[src/rtl/uart_tx_arbiter_if.sv]
// Handshake bundle between the sensor sources, the frame arbiter and uart_tx.
//   src_valid/src_data/src_ready : per-source byte request and one-hot accept strobe
//   tx_data/tx_valid/tx_ready    : byte stream towards uart_tx
//   busy/cur_src                 : frame-in-progress flag and ID of the framed source
// master = the arbiter, slave = the surrounding environment.
interface uart_tx_arbiter_if #(
    parameter int unsigned N_SRC      = 4,
    parameter int unsigned DATA_WIDTH = 8
);
    logic [N_SRC-1:0]            src_valid;
    logic [N_SRC*DATA_WIDTH-1:0] src_data;
    logic [N_SRC-1:0]            src_ready;
    logic [DATA_WIDTH-1:0]       tx_data;
    logic                        tx_valid;
    logic                        tx_ready;
    logic                        busy;
    logic [3:0]                  cur_src;

    modport master (
        input  src_valid, src_data, tx_ready,
        output src_ready, tx_data, tx_valid, busy, cur_src
    );

    modport slave (
        output src_valid, src_data, tx_ready,
        input  src_ready, tx_data, tx_valid, busy, cur_src
    );
endinterface

[src/rtl/uart_tx_arbiter.sv]
// Round-robin arbiter sharing one uart_tx byte channel between N_SRC sources.
// Each accepted source byte is sent as a 3-byte frame:
//   {SYNC_NIBBLE, source id}, data byte, header ^ data.
// Ports:
//   clk : system clock
//   rst : synchronous, active-high reset (wins over every handshake)
//   bus : uart_tx_arbiter_if master modport (source requests, tx stream, status)
module uart_tx_arbiter #(
    parameter int unsigned N_SRC       = 4,
    parameter int unsigned DATA_WIDTH  = 8,
    parameter logic [3:0]  SYNC_NIBBLE = 4'hA
) (
    input logic               clk,
    input logic               rst,
    uart_tx_arbiter_if.master bus
);
    localparam int unsigned IdxW = (N_SRC > 1) ? $clog2(N_SRC) : 1;

    typedef enum logic [1:0] {StIdle, StHdr, StData, StCsum} state_e;

    state_e                state_q;
    logic [3:0]            last_grant_q;
    logic [3:0]            cur_src_q;
    logic [DATA_WIDTH-1:0] data_q;
    logic [DATA_WIDTH-1:0] hdr_q;
    logic [DATA_WIDTH-1:0] tx_data_q;
    logic                  tx_valid_q;
    logic                  busy_q;

    logic                  grant_found;
    logic [IdxW-1:0]       grant_sel;
    logic [IdxW-1:0]       cand;
    logic [DATA_WIDTH-1:0] grant_data;
    logic [DATA_WIDTH-1:0] hdr_new;
    logic [N_SRC-1:0]      src_ready_d;
    logic                  tx_fire;

    // Search starts just after the last winner and wraps, so the first hit is
    // the round-robin winner.
    always_comb begin
        grant_found = 1'b0;
        grant_sel   = '0;
        cand        = '0;
        for (int unsigned k = 1; k <= N_SRC; k++) begin
            cand = IdxW'((32'(last_grant_q) + k) % N_SRC);
            if (!grant_found && bus.src_valid[cand]) begin
                grant_found = 1'b1;
                grant_sel   = cand;
            end
        end
    end

    assign grant_data = DATA_WIDTH'(bus.src_data >> (32'(grant_sel) * DATA_WIDTH));
    assign hdr_new    = DATA_WIDTH'({SYNC_NIBBLE, 4'(grant_sel)});
    assign tx_fire    = tx_valid_q & bus.tx_ready;

    // Accept strobe only while idle and out of reset; the byte moves this cycle.
    always_comb begin
        src_ready_d = '0;
        if (!rst && state_q == StIdle && grant_found) begin
            src_ready_d[grant_sel] = 1'b1;
        end
    end

    always_ff @(posedge clk) begin
        if (rst) begin
            state_q      <= StIdle;
            last_grant_q <= 4'(N_SRC - 1);
            cur_src_q    <= '0;
            data_q       <= '0;
            hdr_q        <= '0;
            tx_data_q    <= '0;
            tx_valid_q   <= 1'b0;
            busy_q       <= 1'b0;
        end else begin
            unique case (state_q)
                StIdle: begin
                    if (grant_found) begin
                        data_q       <= grant_data;
                        cur_src_q    <= 4'(grant_sel);
                        last_grant_q <= 4'(grant_sel);
                        hdr_q        <= hdr_new;
                        tx_data_q    <= hdr_new;
                        tx_valid_q   <= 1'b1;
                        busy_q       <= 1'b1;
                        state_q      <= StHdr;
                    end
                end
                StHdr: begin
                    if (tx_fire) begin
                        tx_data_q <= data_q;
                        state_q   <= StData;
                    end
                end
                StData: begin
                    if (tx_fire) begin
                        tx_data_q <= hdr_q ^ data_q;
                        state_q   <= StCsum;
                    end
                end
                StCsum: begin
                    // Always pass through idle: no back-to-back frames.
                    if (tx_fire) begin
                        tx_valid_q <= 1'b0;
                        busy_q     <= 1'b0;
                        state_q    <= StIdle;
                    end
                end
                default: state_q <= StIdle;
            endcase
        end
    end

    assign bus.src_ready = src_ready_d;
    assign bus.tx_data   = tx_data_q;
    assign bus.tx_valid  = tx_valid_q;
    assign bus.busy      = busy_q;
    assign bus.cur_src   = cur_src_q;
endmodule

[src/flat_wrapper.sv]
// flat-port wrapper written by rule: the top's interface ports become plain ports
module uart_tx_arbiter_flat 
#(
    parameter int unsigned N_SRC       = 4,
    parameter int unsigned DATA_WIDTH  = 8,
    parameter logic [3:0]  SYNC_NIBBLE = 4'hA
)
  (clk, rst, bus_src_valid, bus_src_data, bus_tx_ready, bus_src_ready, bus_tx_data, bus_tx_valid, bus_busy, bus_cur_src);
  uart_tx_arbiter_if #(.N_SRC(N_SRC), .DATA_WIDTH(DATA_WIDTH)) bus_i ();
  input logic clk;
  input logic rst;
  input wire logic [$bits(bus_i.src_valid)-1:0] bus_src_valid;
  input wire logic [$bits(bus_i.src_data)-1:0] bus_src_data;
  input wire logic [$bits(bus_i.tx_ready)-1:0] bus_tx_ready;
  output wire logic [$bits(bus_i.src_ready)-1:0] bus_src_ready;
  output wire logic [$bits(bus_i.tx_data)-1:0] bus_tx_data;
  output wire logic [$bits(bus_i.tx_valid)-1:0] bus_tx_valid;
  output wire logic [$bits(bus_i.busy)-1:0] bus_busy;
  output wire logic [$bits(bus_i.cur_src)-1:0] bus_cur_src;
  assign bus_i.src_valid = bus_src_valid;
  assign bus_i.src_data = bus_src_data;
  assign bus_i.tx_ready = bus_tx_ready;
  assign bus_src_ready = bus_i.src_ready;
  assign bus_tx_data = bus_i.tx_data;
  assign bus_tx_valid = bus_i.tx_valid;
  assign bus_busy = bus_i.busy;
  assign bus_cur_src = bus_i.cur_src;
  uart_tx_arbiter #(.N_SRC(N_SRC), .DATA_WIDTH(DATA_WIDTH), .SYNC_NIBBLE(SYNC_NIBBLE)) u_core (.clk(clk), .rst(rst), .bus(bus_i));
endmodule
[config.mk]
export PLATFORM = sky130hd
export DESIGN_NAME = uart_tx_arbiter_flat
export DESIGN_NICKNAME = d
export VERILOG_FILES = /design/src/rtl/uart_tx_arbiter_if.sv /design/src/rtl/uart_tx_arbiter.sv /design/src/flat_wrapper.sv
export SDC_FILE = /design/constraint.sdc
export NUM_CORES = 1
export LEC_CHECK = 0
export BUFFER_PORTS_ARGS = -buffer_cell sky130_fd_sc_hd__buf_2
export CORE_MARGIN = 3
export CORE_UTILIZATION = 45
export CTS_CLUSTER_DIAMETER = 100
export DETAILED_ROUTE_END_ITERATION = 10
export PLACE_DENSITY = 0.74
export SETUP_SLACK_MARGIN = 0.1
export SLEW_MARGIN = 20
export SYNTH_ARGS = -nofsm -noshare
export SYNTH_HDL_FRONTEND = slang
export SYNTH_SLANG_ARGS = --single-unit
[constraint.sdc]
create_clock -name clk -period 4.2 [get_ports clk]
set_input_delay 0.84 -clock clk [delete_from_list [all_inputs] [get_ports clk]]
set_output_delay 0.84 -clock clk [all_outputs]
set_load 0.03 [all_outputs]
-- Word level (Yosys, flattened, before mapping)
Cells that the tools add are included.
W data, S select, Z words.
- bits of input ports: 39
- output and inout port bits: 18
- bits in writable memories: 0
- logic and storage cells: 75
- bits in latches: 0
- bits in registers: 26
- ROM bits: 0
- memories: 0
- reductions and logical operators: 17
- eq/ne operators: 7
- muxes and demuxes: 31
- add/sub/neg operators: 4
- bitwise operators: 2
- $lt $le $gt $ge: 6
- multipliers: 0
- divide/modulo/power cells: 0
- shift-type cells: 1
- operators with widths (cell ; count):
    $shr A32 B5 Y8 ; 1
    $mux W8 ; 3
    $pmux W8 S3 ; 1
    $mux W2 ; 8
    $lt A2 B3 Y1 const B ; 5
    $mux W1 ; 11
    $bmux W1 S2 ; 4
    $ne A2 B1 Y1 const B ; 4
    $pmux W2 S4 ; 1
    $reduce_and A4 Y1 ; 2
    $xor A8 B8 Y8 ; 1
    $logic_and A1 B1 Y1 ; 6
    $add A2 B1 Y2 const B ; 2
    $add A2 B2 Y2 const B ; 2
    $eq A2 B2 Y1 const B ; 2
    $logic_not A1 Y1 ; 4
    $mux W4 ; 1
    $reduce_and A3 Y1 ; 1
    $reduce_bool A3 Y1 ; 1
    $demux W1 S2 ; 1
    $eq A2 B1 Y1 const B ; 1
    $ge A2 B1 Y1 const B ; 1
    $logic_not A2 Y1 ; 1
    $pmux W1 S2 ; 1
    3 further kinds ; 3

-- Depth between registers and ports, before layout
- depth after elaboration: 18
- depth in mapped cells: 9
- depth with buffers taken out: 7

-- Least setup slack after synthesis
No wires, ideal clock.
- path kind: input to output
- start: input bus_src_valid[3]
- end: output bus_src_ready[3]
- stages: 5
- buffers on the path: 1
- arrival time: 2645 ps
- path slack: 715 ps
- data required time: 3360 ps
- path through: a21bo_2 -> a21oi_4 -> nor2_8 -> buf_8 -> nor4b_1
- longest elaborated chain between the ends: 17
- elaborated cells on any way between the ends: 29
- those cells by class: 2 x order compare; 19 x mux; 8 x reduce/logical
- RTL lines (what ; RTL line ; text):
    start: declaration ; flat_wrapper.sv:12 ; input wire logic [$bits(bus_i.src_valid)-1:0] bus_src_valid;
    $bmux W1 S2 ; uart_tx_arbiter.sv:46 ; if (!grant_found && bus.src_valid[cand]) begin
    $mux W1 (implied by the code) ; uart_tx_arbiter.sv:46 ;
    $mux W1 ; uart_tx_arbiter.sv:46 ;
    $logic_not A1 Y1 ; uart_tx_arbiter.sv:46 ;
    $logic_and A1 B1 Y1 ; uart_tx_arbiter.sv:46 ;
    $mux W1 ; uart_tx_arbiter.sv:46 ;
    $logic_not A1 Y1 ; uart_tx_arbiter.sv:46 ;
    $logic_and A1 B1 Y1 ; uart_tx_arbiter.sv:46 ;
    $mux W1 ; uart_tx_arbiter.sv:46 ;
    $logic_not A1 Y1 ; uart_tx_arbiter.sv:46 ;
    $logic_and A1 B1 Y1 ; uart_tx_arbiter.sv:46 ;
    $mux W2 ; uart_tx_arbiter.sv:46 ;
    $lt A2 B3 Y1 (implied by the code) / $ge A2 B1 Y1 (equally long branches) ; uart_tx_arbiter.sv:61 ; src_ready_d[grant_sel] = 1'b1;
    $logic_and A1 B1 Y1 (implied by the code) ; uart_tx_arbiter.sv:61 ;
    $mux W1 (implied by the code) ; uart_tx_arbiter.sv:61 ;
    $demux W1 S2 ; - ;
    $mux W4 * ; uart_tx_arbiter.sv:60 ; if (!rst && state_q == StIdle && grant_found) begin
    end: declaration ; flat_wrapper.sv:15 ; output wire logic [$bits(bus_i.src_ready)-1:0] bus_src_ready;
Every way passes the cells marked *; elsewhere a longest branch is shown, timed or not. The select of a mux whose other input is x is not followed.

-- Worst setup path after layout
- start: input bus_src_valid[3]
- end: output bus_src_ready[0]
Same word-level chain as after synthesis.

==> results.sh <==
export IMPL_outcome="complete, no violations"
export IMPL_syn_area_per_cell_um2=8.58
export IMPL_final_seq_area_um2=480
export IMPL_io_pin_count=57
export IMPL_ff2ff_path_depth=5
export IMPL_rsz0062_at_grt="no"
export IMPL_core_area_um2=3150
export IMPL_path_buf_inv=2
export IMPL_startpoint="bus_src_valid[3]"
export IMPL_worst_setup_path_start_kind="input port"
export IMPL_die_h_um=64.3
export IMPL_multi_input_area_um2=931
export IMPL_hold_path_cell_count=2
export IMPL_pwr_share_seq=0.329
export IMPL_fill_cells=315
export IMPL_reg2reg_slack_ps=2260
export IMPL_crit_end="bus_src_ready[0]"
export IMPL_vias=1406
export IMPL_netlist_instances=178
export IMPL_die_w_um=64.3
export IMPL_root_buffer="clkbuf_4"
export IMPL_ys_warn_count=0
export IMPL_maxSlewHeadroom=0.526
export IMPL_path_cells="buf_2 > mux2i_2 > o22ai_4 > or2_2 > nor4_1 > buf_2"
export IMPL_cts_max_level=1
export IMPL_cts_buffers=3
export IMPL_nets=266
export IMPL_power_switching_uw=538
export IMPL_met3_usage=0.0387
export IMPL_holdCritPathClass="flop to flop"
export IMPL_fmax_mhz=324
export IMPL_cp_max_fo=10
export IMPL_ys_ff_latch=24
export IMPL_antenna_left=0
export IMPL_yosysSeqAreaShare=0.314
export IMPL_met1_usage=0.217
export IMPL_finalCriticalPeriod_ps=3080
export IMPL_start_util=0.485
export IMPL_p_leak_nw=0.813
export IMPL_port_buffers=54
export IMPL_cp_depth=6
export IMPL_grt_overflow=0
export IMPL_synth_distinct_cells=44
export IMPL_postCtsHoldBufs=0
export IMPL_path_class="input port to output pin"
export IMPL_finalSetupTns_ps=0
export IMPL_async_reset_ff_frac=0
export IMPL_required_ps=3360
export IMPL_crit_arrival_ps=2240
export IMPL_reg2reg_from="u_core.state_q[0]"
export IMPL_drt_iter0_markers=37
export IMPL_cp_end_kind="output pin"
export IMPL_slowest_stage="or2_2"
export IMPL_synth_edff_count=0
export IMPL_area_growth_pct=17.5
export IMPL_antenna_found_initial=0
export IMPL_final_layout_size_suffix_gt1_frac=0.321
export IMPL_hold_viol=0
export IMPL_fin_crit_sh=0.734
export IMPL_cts_sinks=24
export IMPL_cellPowerDensity_nw_per_um2=639
export IMPL_place_congestion=0.814
export IMPL_p_sw_frac=0.469
export IMPL_drc=0
export IMPL_fin_util=0.569
export IMPL_gr_usage_all_layers=0.175
export IMPL_die_area_um2=4130
export IMPL_layout_commonest_cell="buf_2"
export IMPL_grt_busiest_layer="met2"
export IMPL_crit_family="simple AND/OR/NAND/NOR gates"
export IMPL_cts_path_max_buffers=2
export IMPL_num_rows=20
export IMPL_clk_latency_ps=320
export IMPL_grt_max_degree=29
export IMPL_maxCapViolations=0
export IMPL_grt_first_pass_wirelength_um=5860
export IMPL_clkPwrFrac=0.106
export IMPL_final_cell_mix="buf_2, nor2_1, dfxtp_1"
export IMPL_p_int_uw=610
export IMPL_peakVddDrop_mv=0.273
export IMPL_cts_tree="built"
export IMPL_grt_pass1_vias=1358
export IMPL_viasPerCell=5.31
export IMPL_cpPeakStageDelay_ps=370
export IMPL_rr_endpoint="u_core.data_q[1]"
export IMPL_cts_resized=0
export IMPL_cts_setup_buffers=0
export IMPL_tightestPinTransition_ps=710
export IMPL_critPathMostFrequentCell="buf_2"
export IMPL_dp_hpwl_um=2700
export IMPL_synth_main_ff_cell="dfxtp_1"
export IMPL_grt_util_met2=0.309
export IMPL_n_antenna_cell=0
export IMPL_path_clk_slew_ps=120
export IMPL_setup_viol=0
export IMPL_wl_per_cell_um=13.0
export IMPL_final_max_slew_viol_count=0
export IMPL_synth_area_um2=1530
export IMPL_finClkSkew_ps=7.66
export IMPL_routed_wl_um=3430
export IMPL_drt_pass1_iterations=4
export IMPL_pwr_share_comb=0.564
metal layers:
layer / up-vias / wire [um]
met5: - / 0
li1: 725 / -
met4: 0 / 27
met3: 4 / 171
met2: 43 / 1730
met1: 634 / 1510
flip-flops by register name (all words and copies together) (netlist names):
register	cells
u_core.state_q	2
u_core.data_q	8
u_core.bus.tx_valid	1
u_core.last_grant_q	2
u_core.bus.cur_src	1
u_core.bus.tx_data	8
u_core.hdr_q	2
final cells by class:
class                      instances  share of cell area
inverter                           6              0.0125
timing repair buffer              54               0.151
tap                               44              0.0307
multi-input combinational        133               0.518
sequential                        24               0.268
clock buffer                       4              0.0202
logic make-up (layout without fill, tap and decap cells):
| group | count (synthesis) | in the layout | share of synthesized area |
|---|---|---|---|
| other cells | 1 | 2 | 0.00245 |
| buf+inv | 22 | 64 | 0.0786 |
| simple gates | 67 | 67 | 0.229 |
| compound gates | 49 | 49 | 0.266 |
| fa+ha+maj | 5 | 5 | 0.0410 |
| flops | 24 | 24 | 0.314 |
| mux | 10 | 10 | 0.0680 |
tightest hold or removal path, cell delays in order, from the launching register on:
cell	delay (ps)
dfxtp_1	330
nand2_1	50
a21oi_1	50
stage by stage:
step	std cells	hold slack (ps)	total power, mW	cell area, um^2	setup WS, ps
after global placement	261	449	1.03	1760	1110
after detailed placement	261	454	1.04	1760	1120
after CTS	265	471	1.16	1800	1110
after floorplan	179	447	0.923	1530	715
after global routing	265	504	1.25	1800	999
final	265	467	1.15	1800	1120
cell usage after synthesis (2+ instances only):
| master | instances | area, um^2 |
|---|---|---|
| a2111oi_1 | 6 | 60.1 |
| a2111oi_2 | 2 | 30.0 |
| a211oi_1 | 10 | 75.1 |
| a211oi_2 | 2 | 25.0 |
| a21oi_1 | 7 | 35.0 |
| a22oi_1 | 4 | 30.0 |
| and2_1 | 2 | 12.5 |
| buf_1 | 2 | 7.51 |
| buf_2 | 3 | 15.0 |
| buf_4 | 6 | 45.0 |
| clkbuf_1 | 4 | 15.0 |
| dfxtp_1 | 24 | 480 |
| ha_1 | 5 | 62.6 |
| inv_1 | 6 | 22.5 |
| mux2i_1 | 9 | 90.1 |
| nand2_1 | 6 | 22.5 |
| nand2b_1 | 3 | 18.8 |
| nand3_1 | 2 | 10.0 |
| nand3b_1 | 2 | 15.0 |
| nor2_1 | 30 | 113 |
| nor2b_1 | 3 | 18.8 |
| nor3_1 | 6 | 30.0 |
| nor4_1 | 3 | 18.8 |
| o211ai_1 | 2 | 15.0 |
| o21a_1 | 7 | 52.6 |
| o21ai_0 | 3 | 15.0 |
| or3_1 | 2 | 12.5 |
worst min-delay path by stage:
stage | end | start
detailed placement | u_core.bus.tx_data[0] | u_core.bus.tx_data[0]
finish | u_core.bus.tx_data[0] | u_core.bus.tx_data[0]
global route | u_core.bus.tx_data[1] | u_core.bus.tx_data[1]
floorplan | u_core.hdr_q[5] | u_core.hdr_q[5]
global placement | u_core.bus.tx_data[0] | u_core.bus.tx_data[0]
CTS | u_core.bus.tx_data[0] | u_core.bus.tx_data[0]
power groups by stage:
stage	Clock, mW	Combinational [mW]	Sequential [mW]
after floorplan	0	0.519	0.405
after global placement	0	0.647	0.384
after global routing	0.130	0.727	0.392
after detailed placement	0	0.652	0.384
final	0.122	0.648	0.378
after CTS	0.125	0.654	0.379
Power figures use the tool's default switching activity.
